$ cat src/rtl/adc_avg_filter.sv
// Sliding boxcar average over the last 2^LOG2_N ADC samples, with peak-hold
// min/max, a dropped-strobe overrun flag and a stalled-stream watchdog.
module adc_avg_filter #(
    parameter int unsigned LOG2_N         = 4,
    parameter int unsigned TIMEOUT_CYCLES = 250_000
) (
    input  logic        i_clk,
    input  logic        i_rst,
    input  logic [15:0] i_data,
    input  logic        i_valid,
    input  logic        i_clear,
    output logic [15:0] o_avg,
    output logic        o_avg_valid,
    output logic [15:0] o_min,
    output logic [15:0] o_max,
    output logic        o_full,
    output logic        o_stale,
    output logic        o_overrun
);

    localparam int unsigned N   = 1 << LOG2_N;
    localparam int unsigned SW  = 16 + LOG2_N;
    localparam int unsigned WDW = $clog2(TIMEOUT_CYCLES + 1);

    localparam logic [WDW-1:0]    WD_MAX   = WDW'(TIMEOUT_CYCLES);
    localparam logic [WDW-1:0]    WD_ONE   = 1;
    localparam logic [LOG2_N:0]   CNT_FULL = (LOG2_N + 1)'(N);
    localparam logic [LOG2_N:0]   CNT_ONE  = 1;
    localparam logic [LOG2_N-1:0] WPTR_ONE = 1;

    typedef enum logic [1:0] {
        S_IDLE,
        S_UPDATE,
        S_OUTPUT
    } state_t;

    state_t               state;
    logic [15:0]          win_buf [N];
    logic [LOG2_N-1:0]    wptr;
    logic [LOG2_N:0]      count;
    logic signed [SW-1:0] sum;
    logic signed [15:0]   sample;
    logic [WDW-1:0]       wd_cnt;

    logic                 window_full;
    logic [LOG2_N:0]      count_next;
    logic signed [SW-1:0] sample_ext;
    logic signed [SW-1:0] oldest_ext;

    // Buffer is never cleared; the fill count decides whether the oldest entry is live.
    always_comb begin
        window_full = (count == CNT_FULL);
        count_next  = window_full ? count : count + CNT_ONE;
        sample_ext  = {{LOG2_N{sample[15]}}, sample};
        oldest_ext  = '0;
        if (window_full) begin
            oldest_ext = {{LOG2_N{win_buf[wptr][15]}}, win_buf[wptr]};
        end
    end

    always_ff @(posedge i_clk) begin
        if (!i_rst && !i_clear && state == S_UPDATE) begin
            win_buf[wptr] <= sample;
        end
    end

    always_ff @(posedge i_clk) begin
        if (i_rst) begin
            state       <= S_IDLE;
            wptr        <= '0;
            count       <= '0;
            sum         <= '0;
            sample      <= '0;
            wd_cnt      <= '0;
            o_avg       <= '0;
            o_avg_valid <= 1'b0;
            o_min       <= '0;
            o_max       <= '0;
            o_full      <= 1'b0;
            o_stale     <= 1'b0;
            o_overrun   <= 1'b0;
        end else if (i_clear) begin
            state       <= S_IDLE;
            wptr        <= '0;
            count       <= '0;
            sum         <= '0;
            wd_cnt      <= '0;
            o_avg_valid <= 1'b0;
            o_full      <= 1'b0;
            o_stale     <= 1'b0;
            o_overrun   <= 1'b0;
        end else begin
            o_avg_valid <= 1'b0;
            o_stale     <= (wd_cnt == WD_MAX);

            if (i_valid && state == S_IDLE) begin
                wd_cnt <= '0;
            end else if (wd_cnt != WD_MAX) begin
                wd_cnt <= wd_cnt + WD_ONE;
            end

            if (i_valid && state != S_IDLE) begin
                o_overrun <= 1'b1;
            end

            case (state)
                S_IDLE: begin
                    if (i_valid) begin
                        sample <= i_data;
                        state  <= S_UPDATE;
                    end
                end
                S_UPDATE: begin
                    sum    <= sum + sample_ext - oldest_ext;
                    wptr   <= wptr + WPTR_ONE;
                    count  <= count_next;
                    o_full <= (count_next == CNT_FULL);
                    if (count == '0) begin
                        o_min <= sample;
                        o_max <= sample;
                    end else begin
                        if (sample < $signed(o_min)) o_min <= sample;
                        if (sample > $signed(o_max)) o_max <= sample;
                    end
                    state <= S_OUTPUT;
                end
                S_OUTPUT: begin
                    if (o_full) begin
                        o_avg       <= 16'(sum >>> LOG2_N);
                        o_avg_valid <= 1'b1;
                    end
                    state <= S_IDLE;
                end
                default: state <= S_IDLE;
            endcase
        end
    end

endmodule

$ cat config.mk
export PLATFORM = sky130hd
export DESIGN_NAME = adc_avg_filter
export DESIGN_NICKNAME = d
export VERILOG_FILES = /design/src/rtl/adc_avg_filter.sv
export SDC_FILE = /design/constraint.sdc
export NUM_CORES = 1
export LEC_CHECK = 0
export CAP_MARGIN = 20
export CORE_ASPECT_RATIO = 1.5
export CORE_MARGIN = 8
export CORE_UTILIZATION = 40
export DETAILED_ROUTE_END_ITERATION = 16
export PLACE_DENSITY = 0.57
export RECOVER_POWER = 100
export SYNTH_ARGS = -nofsm -noshare
export SYNTH_HDL_FRONTEND = slang
export SYNTH_SLANG_ARGS = --single-unit
$ cat constraint.sdc
create_clock -name i_clk -period 12.5 [get_ports i_clk]
set_clock_uncertainty 0.15 [all_clocks]
set_input_delay 1.25 -clock i_clk [delete_from_list [all_inputs] [get_ports i_clk]]
set_output_delay 1.25 -clock i_clk [all_outputs]
set_load 0.02 [all_outputs]
==> impl_metrics.csv, run 1 <==
group,metric,value,unit
floorplanning,dieArea,48730,sq um
cts,clk_pin_slew,60,ps
power_and_ir_drop,powerDensity,139.1,nW/um^2
cts,htree_levels,2,
finish,final_common_cell,"edfxtp_1",
sta,post-route-period-util,58.72,%
sta,period_minus_slack,7340,ps
cts,post-cts-setup-buffers,0,
worst_hold_path,holdCritPathClass,"reg -> reg",
cts,cts_tree,"built",
finish,area_growth,15.35,%
global_routing,grt_overflow_total,0,
finish,multiInputGateArea,5897,sq um
floorplanning,fp.dieH,266.4,um
sta,setup_viol,0,
sta,drv_slew,130,
global_routing,antenna_found_initial,0,
sta,hold_viol,0,
global_routing,grt_pass1_vias,10396,
sta,hold_ws,300.3,ps
sta,setup_tns,0,ps
cts,cts_resized,0,
placed_design,gp_congestion,0.8334,
setup_path,cp.arrival,7610,ps
setup_path,reg2reg_to,"sum[18]",
setup_path,critPathMaxStageDelay,2820,ps
status,violations,"max-capacitance violations, max-slew violations",
logic_synthesis,synth_ff_type,"edfxtp_1",
finish,nFillCells,3812,
cts,hold_buffers,0,
cts,cts_sinks,377,
setup_path,critPathSlowestCell,"clkbuf_1",
setup_path,worstPathRequired,12770,ps
finish,drive_gt1_share,11.61,%
floorplanning,coreArea,41220,sq um
routing,finalWirelength,40.35,mm
routing,drc,0,
setup_path,r2r_setup_slack,5160,ps
floorplanning,num_rows,91,
power_and_ir_drop,p_int,2.091,mW
setup_path,end_kind,"register",
logic_synthesis,synthCells,1229,
routing,antenna_left,0,
setup_path,cp_common_cell,"mux4_2",
setup_path,rr_worst_depth,15,
cts,numCtsBuffers,37,
logic_synthesis,synth_seq_cells,377,
placed_design,dp_hpwl,26.54,mm
cts,clk_latency,530,ps
logic_synthesis,syn-num-nets,1327,
finish,nets,1432,
setup_path,cp_max_fo,63,
global_routing,grt.total_usage,16.88,%
routing,drtPass1Iterations,4,
sta,fmax,136.2,MHz
logic_synthesis,synth_edf_count,256,
setup_path,start_kind,"register",
power_and_ir_drop,p_seq_share,50.0,%
power_and_ir_drop,p_clk_share,42.8,%
logic_synthesis,synth_cell_types,61,
setup_path,crit_path_end,"sum[18]",
floorplanning,start_util,40.56,%
finish,post-route-util,46.79,%
global_routing,grt_pass1_wl,62.71,mm
routing,vias,9785,
routing,wire_per_inst,21.02,um
logic_synthesis,syn_area,16720,sq um
floorplanning,die_width,182.9,um
global_routing,grt_max_degree,69,
cts,cts.path.max_buffers,3,
floorplanning,ios,72,
sta,worst_slew_pin_slew,4072,ps
cts,root_buffer,"clkbuf_16",
placed_design,pre_cts_ws,6949,ps
power_and_ir_drop,p_leak,6.697,nW
power_and_ir_drop,swShare,22.06,%
status,status,"finished, violations left",
power_and_ir_drop,p_sw,0.5919,mW
power_and_ir_drop,power.share.combinational,7.2,%
sta,fin_ws,5160,ps
placed_design,io_buffers,71,
logic_synthesis,yosysSeqAreaShare,60.47,%
sta,rsz0062_at_grt,"no",
job,max-cap-violations,4,
finish,num_antenna_cells,0,
finish,final-seq-area,10110,sq um
logic_synthesis,yosysWarnings,0,
routing,drt_iter0_markers,507,
logic_synthesis,synthArstFlopShare,0,%
setup_path,worstSetupPathType,"reg -> reg",
finish,final_cell_mix,"256 x edfxtp_1, 123 x nand2_1, 120 x dfxtp_1",
sta,relSlewSlack,-171.5,%
setup_path,worstPathCellList,"clkbuf_1 > mux4_2 > mux4_2 > and2_0 > fa_1 > inv_1 > ha_1 > nor2b_1 > o211ai_1 > o21ai_0 > or4_1 > a31oi_1 > a221oi_1 > xor2_1 > a22o_1",
power_and_ir_drop,irDropWorstVdd,0.00009019,V
routing,drt-vias-per-instance,5.099,
logic_synthesis,syn_avg_cell_area,13.60,sq um
## state kept, by name, summed over array words and instances, names as in the netlist, named ones only
signal       flops
wd_cnt          18
o_avg_valid      1
sum             20
win_buf        256
o_overrun        1
state            2
o_full           1
o_stale          1
wptr             4
o_min           16
sample          16
o_avg           16
o_max           16
count            5
## routing by layer
metal | routed length [um] | GRT usage (%) | vias to the layer above
met5 | 0 | 0 | -
met4 | 1104 | 5.509 | 0
met3 | 1480 | 2.273 | 66
met2 | 21960 | 31.99 | 170
met1 | 15800 | 19.16 | 4922
li1 | - | - | 4627
## cell type report
type                            instances  share of cell area [%]
Timing Repair Buffer                  113                   4.652
Tap cell                              558                   3.621
Multi-Input combinational cell        686                   30.58
Clock inverter                         20                   1.356
Clock buffer                           46                   5.029
Sequential cell                       377                   52.45
Inverter                              119                   2.316
## cells in the mapped netlist, types with 6 or more instances
master | n | area (sq um)
dfxtp_1 | 121 | 2422
xor2_1 | 23 | 201.4
and3_1 | 6 | 37.54
o21ai_0 | 13 | 65.06
a21o_1 | 13 | 97.59
mux4_2 | 79 | 1779
ha_1 | 59 | 738.2
and2_1 | 16 | 100.1
nor2_1 | 95 | 356.6
fa_1 | 19 | 380.4
mux2i_1 | 38 | 380.4
nand4_1 | 10 | 62.56
nand2b_1 | 6 | 37.54
a21oi_1 | 75 | 375.4
nand3_1 | 18 | 90.09
edfxtp_1 | 256 | 7687
inv_1 | 119 | 446.7
xnor2_1 | 15 | 131.4
clkbuf_1 | 30 | 112.6
nand2_1 | 123 | 461.7
nor3_1 | 13 | 65.06
buf_2 | 9 | 45.04
## stage by stage
| step | total power, mW | instance area [sq um] | cells |
|---|---|---|---|
| finish | 2.683 | 19280 | 1919 |
| floorplan | 1.514 | 16720 | 1229 |
| global route | 2.775 | 19280 | 1919 |
| detailed placement | 1.570 | 18250 | 1852 |
| global placement | 1.568 | 18250 | 1852 |
| CTS | 2.727 | 19480 | 1918 |
## cell families after synthesis
logic type,share of synthesized area [%]
flops,60.47
simple gates,8.413
buf+inv,3.952
compound gates,5.404
mux,13.08
fa+ha+maj,6.691
xor+xnor,1.991
## worst max-delay path, delay by kind of cell, from the launching register on
family	cells	cell delay, ps
buf+inv	2	2860
mux	2	1060
compound gates	5	950
simple gates	3	890
fa+ha+maj	2	810
flops	1	310
xor+xnor	1	170
## worst min path at each step
| stage | startpoint | to | slack [ps] | cells after the start |
|---|---|---|---|---|
| 2_1_floorplan | sum[3] | sum[3] | 280 | 2 |
| 3_3_place_gp | o_overrun | o_overrun | 290 | 2 |
| 3_5_place_dp | o_overrun | o_overrun | 300 | 2 |
| 4_1_cts | o_overrun | o_overrun | 310 | 2 |
| 5_1_grt | o_overrun | o_overrun | 320 | 2 |
| 6_report | o_overrun | o_overrun | 300 | 2 |
## power groups by stage
stage	combinational (mW)	clock (mW)	sequential, mW
5_1_grt	0.215	1.22	1.34
4_1_cts	0.204	1.18	1.34
2_1_floorplan	0.141	0	1.37
3_3_place_gp	0.201	0	1.37
6_report	0.193	1.15	1.34
3_5_place_dp	0.203	0	1.37
No activity file was read; power rests on OpenSTA's default activity.
==> inputs of run 2 (changes only) <==
Settings changed: PLACE_DENSITY 0.57 to 0.59.
Clock period 12.5 ns to 6.12 ns, I/O delays scaled along.
==> run 2 against run 1 <==
  * The flow still finishes with violations (max-capacitance violations, max-slew violations)
  * Global-route usage decreased by 0.46 points
  * Final cell count increased by 0.31%
  * Sequential power increased by 110%
  * Power increased by 100%
  * Worst hold slack got worse by 0.69 ps
  * Register-to-register slack got worse by 4200 ps
  * Cell area increased by 0.34%
  * Routed wire length decreased by 1.7%
  * Utilization increased by 0.16 points
  * Worst setup slack got worse by 4400 ps
  * Die area unchanged
  * Critical path type is now in -> reg
  * Critical endpoint is now win_buf[6][5]
  * Largest cell class unchanged
  * Largest power group unchanged
  * Highest routed layer unchanged
==> impl_metrics.csv, run 2 (synthesis results as in run 1) <==
group,metric,value,unit
cts,cts.path.max_buffers,3,
routing,vias,9955,
sta,worst_slew_pin_slew,2392,ps
finish,largest_register_ffs,256,
floorplanning,coreArea,41220,sq um
power_and_ir_drop,p_int,4.206,mW
cts,root_buffer,"clkbuf_16",
finish,nets,1436,
setup_path,critPathSlowestCell,"or2_0",
global_routing,antenna_found_initial,0,
routing,finalWirelength,39.67,mm
sta,setup_viol,0,
status,status,"finished, violations left",
sta,hold_viol,0,
floorplanning,num_rows,91,
placed_design,placed_cells,1854,
routing,drt_iter0_markers,667,
cts,cts_resized,0,
finish,drive_gt1_share,12.73,%
sta,setup_tns,0,ps
floorplanning,die_width,182.9,um
sta,rsz0062_at_grt,"no",
setup_path,worstPathRequired,6140,ps
finish,final_cell_mix,"256 x edfxtp_1, 123 x nand2_1, 119 x inv_1",
power_and_ir_drop,p_sw,1.246,mW
cts,cts_tree,"built",
power_and_ir_drop,powerDensity,281.8,nW/um^2
cts,clk_latency,550,ps
cts,numCtsBuffers,38,
finish,num_antenna_cells,0,
setup_path,worstSetupPathType,"in -> reg",
power_and_ir_drop,irDropWorstVdd,0.0002212,V
floorplanning,start_util,40.56,%
power_and_ir_drop,power.share.combinational,7.0,%
floorplanning,fp.dieH,266.4,um
placed_design,io_buffers,71,
setup_path,cp.arrival,5420,ps
routing,wire_per_inst,20.61,um
finish,reg_top3,"win_buf (256), sum (20), wd_cnt (18)",
routing,antenna_left,0,
floorplanning,ios,72,
setup_path,critPathMaxStageDelay,1060,ps
placed_design,gp_congestion,0.8311,
routing,drtPass1Iterations,6,
placed_design,dp_hpwl,26.19,mm
global_routing,grt_max_degree,68,
global_routing,grt.total_usage,16.42,%
global_routing,grt_pass1_wl,60.96,mm
power_and_ir_drop,swShare,22.86,%
global_routing,grt_overflow_total,0,
floorplanning,dieArea,48730,sq um
setup_path,start_kind,"input pin",
finish,final-seq-area,10120,sq um
power_and_ir_drop,p_leak,6.744,nW
cts,post-cts-setup-buffers,0,
setup_path,worstPathCellList,"dlygate4sd3_1 > clkbuf_1 > or2_0 > nor2_1 > nand2_1 > nor2_1 > clkbuf_1",
sta,fmax,185.2,MHz
power_and_ir_drop,p_clk_share,42.6,%
finish,largest-register,"win_buf",
finish,nFillCells,3786,
job,max-cap-violations,5,
status,violations,"max-capacitance violations, max-slew violations",
routing,drt-vias-per-instance,5.171,
routing,drc,0,
power_and_ir_drop,p_seq_share,50.4,%
finish,area_growth,15.74,%
worst_hold_path,holdCritPathClass,"reg -> reg",
sta,period_minus_slack,5398,ps
global_routing,grt_pass1_vias,10186,
cts,htree_levels,2,
sta,drv_slew,82,
cts,clk_pin_slew,60,ps
setup_path,end_kind,"register",
finish,multiInputGateArea,5904,sq um
cts,hold_buffers,0,
cts,cts_sinks,377,
finish,final_common_cell,"edfxtp_1",
sta,post-route-period-util,88.21,%
finish,post-route-util,46.94,%
setup_path,cp_max_fo,31,
finish,fin_cells,1925,
sta,relSlewSlack,-59.47,%
## run 2: path summary, 6_finish.rpt
path         slack (ps)       endpoint  cells past startpoint  startpoint
min                 300       o_avg[5]                      2    o_avg[5]
min reg2reg         300       o_avg[5]                      2    o_avg[5]
max reg2reg         970        sum[19]                     15    register
max                 720  win_buf[6][5]                      7     i_clear
## run 2: power by group through the flow
stage / Sequential (mW) / Clock, mW / Combinational, mW
2_1_floorplan: 2.80 / 0 / 0.289
3_3_place_gp: 2.80 / 0 / 0.396
3_5_place_dp: 2.80 / 0 / 0.400
4_1_cts: 2.75 / 2.38 / 0.402
5_1_grt: 2.75 / 2.47 / 0.423
6_report: 2.75 / 2.32 / 0.383
## run 2: stage by stage
stage          total power, mW  hold slack [ps]  area, sq um  worst slack [ps]
3_3_place_gp             3.198            296.5        18300              1153
2_1_floorplan            3.092            281.9        16720              1655
5_1_grt                  5.640            320.9        19350             443.9
6_report                 5.453            299.7        19350             721.5
3_5_place_dp             3.203            298.2        18300              1030
4_1_cts                  5.533            306.2        19530              1009
## run 2: layout make-up
type	count	area share (%)
Sequential cell	377	52.28
Clock inverter	24	1.177
Clock buffer	45	5.212
Timing Repair Buffer	116	4.895
Tap cell	558	3.608
Multi-Input combinational cell	686	30.52
Inverter	119	2.309
## run 2: worst max-delay path, delay by kind of cell
| family | cells | cell delay, ps |
|---|---|---|
| buffers and inverters | 3 | 1610 |
| AND/OR/NAND/NOR | 4 | 3150 |
## run 2: per-layer routing
metal,routed length [um],up-vias,track usage [%]
met5,0,-,0
met4,836,0,4.870
met3,1899,49,2.627
met2,20890,240,30.01
met1,16040,5006,19.52
li1,-,4660,-
==> inputs of run 3 (changes only) <==
Settings changed: ABC_CLOCK_PERIOD_IN_PS set to 6120, PLACE_DENSITY 0.59 to 0.64.
==> run 3 against run 2 <==
  * The run still ends with max-capacitance violations, max-slew violations left
  * Power fell by 0.46%
  * Routed wire length increased by 1.5%
  * First-iteration DRC count decreased by 5.1%
  * Critical endpoint is now sum[18]
==> impl_metrics.csv, run 3 (synthesis results as in run 1) <==
group,metric,value,unit
global_routing,grt_pass1_vias,10560,
power_and_ir_drop,p_sw,1.245,mW
setup_path,start_kind,"register",
cts,root_buffer,"clkbuf_16",
power_and_ir_drop,p_seq_share,50.4,%
job,max-cap-violations,5,
routing,drtPass1Iterations,5,
placed_design,placed_cells,1855,
setup_path,end_kind,"register",
setup_path,cp_max_fo,48,
sta,worst_slew_pin_slew,2064,ps
setup_path,r2r_setup_slack,860,ps
setup_path,worstPathRequired,6400,ps
finish,fin_cells,1924,
cts,numCtsBuffers,38,
cts,clk_pin_slew,60,ps
routing,drc,0,
sta,setup_viol,0,
floorplanning,dieArea,48730,sq um
floorplanning,coreArea,41220,sq um
placed_design,gp_congestion,0.8358,
power_and_ir_drop,p_leak,6.721,nW
sta,setup_tns,0,ps
floorplanning,fp.dieH,266.4,um
sta,period_minus_slack,5256,ps
worst_hold_path,hold_start,"o_overrun",
finish,num_antenna_cells,0,
sta,drv_slew,106,
power_and_ir_drop,irDropWorstVdd,0.0002165,V
cts,cts_sinks,377,
power_and_ir_drop,swShare,22.93,%
sta,rsz0062_at_grt,"no",
global_routing,grt_pass1_wl,61.42,mm
power_and_ir_drop,powerDensity,281.0,nW/um^2
sta,fmax,190.3,MHz
finish,reg_top3,"win_buf (256), sum (20), wd_cnt (18)",
global_routing,grt_max_degree,69,
setup_path,rr_worst_depth,17,
routing,drt-vias-per-instance,5.270,
routing,antenna_left,0,
floorplanning,die_width,182.9,um
cts,cts_tree,"built",
status,status,"finished, violations left",
finish,post-route-util,46.86,%
placed_design,pre_cts_ws,1024,ps
global_routing,grt_overflow_total,0,
power_and_ir_drop,power.share.combinational,7.4,%
finish,final_cell_mix,"256 x edfxtp_1, 123 x nand2_1, 120 x dfxtp_1",
finish,drive_gt1_share,11.79,%
finish,largest_register_ffs,256,
sta,relSlewSlack,-37.63,%
cts,post-cts-setup-buffers,0,
setup_path,cp.arrival,5540,ps
cts,clk_latency,550,ps
power_and_ir_drop,p_int,4.183,mW
worst_hold_path,hold-path-cell-count,2,
floorplanning,start_util,40.56,%
finish,area_growth,15.55,%
placed_design,dp_hpwl,26.65,mm
cts,cts.path.max_buffers,3,
placed_design,placedInstanceArea,18300,sq um
sta,hold_viol,0,
floorplanning,num_rows,91,
global_routing,grt.total_usage,16.47,%
worst_hold_path,holdCritPathClass,"reg -> reg",
routing,drt_iter0_markers,633,
global_routing,antenna_found_initial,0,
cts,htree_levels,2,
routing,finalWirelength,40.29,mm
placed_design,io_buffers,71,
finish,stdcell_area,19320,sq um
finish,nets,1435,
finish,largest-register,"win_buf",
status,violations,"max-capacitance violations, max-slew violations",
setup_path,reg2reg_to,"sum[18]",
routing,wire_per_inst,20.94,um
routing,vias,10139,
floorplanning,ios,72,
power_and_ir_drop,p_clk_share,42.2,%
finish,final_common_cell,"edfxtp_1",
worst_hold_path,min_to,"o_overrun",
sta,fin_ws,863.8,ps
setup_path,worstSetupPathType,"reg -> reg",
sta,post-route-period-util,85.89,%
cts,cts_resized,0,
cts,hold_buffers,0,
[run 3: final cells by class]
class                           instances  area (sq um)
Clock buffer                           48          1030
Clock inverter                         21         202.7
Fill cell                            3748         21900
Inverter                              119         446.7
Multi-Input combinational cell        686          5892
Sequential cell                       377         10110
Tap cell                              558         698.2
Timing Repair Buffer                  115         933.4
[run 3: worst max path at each step]
stage                     cells after the start  slack (ps)     start       to
after floorplan                              16        1660  register  sum[18]
after global placement                       14        1050  register  sum[18]
after detailed placement                     14        1020  register  sum[18]
after CTS                                    14        1020  register  sum[18]
after global routing                         17         560  register  sum[18]
final                                        17         860  register  sum[18]
[run 3: metal layers]
metal / vias to the layer above / GRT usage (%) / part of all wire (%)
met1: 5178 / 18.15 / 39
li1: 4656 / - / -
met4: 0 / 6.545 / 3.3
met3: 67 / 2.382 / 3.8
met2: 238 / 31.19 / 54
met5: - / 0 / 0
[run 3: critical path, stage by stage (launching register included)]
cell and delay [ps]:
dfxtp_1 890, buf_12 380, mux4_2 360, mux4_2 570, and2_0 200, ha_1 270
inv_1 40, ha_1 180, inv_1 80, fa_1 220, nor2b_1 100, o211ai_1 290
o21ai_0 180, or4_1 520, a31oi_1 220, a221oi_1 130, xor2_1 160, a22o_1 190
[run 3: power groups by stage]
stage	sequential (mW)	combinational (mW)	clock, mW
floorplan	2.80	0.289	0
global placement	2.79	0.412	0
detailed placement	2.79	0.418	0
CTS	2.74	0.420	2.34
global route	2.74	0.441	2.44
finish	2.74	0.399	2.29
[run 3: metrics by stage]
step           hold slack (ps)  total power, mW
2_1_floorplan            281.9            3.092
6_report                 300.3            5.428
5_1_grt                  327.8            5.619
4_1_cts                  307.5            5.498
3_3_place_gp             290.0            3.202
3_5_place_dp             299.4            3.209
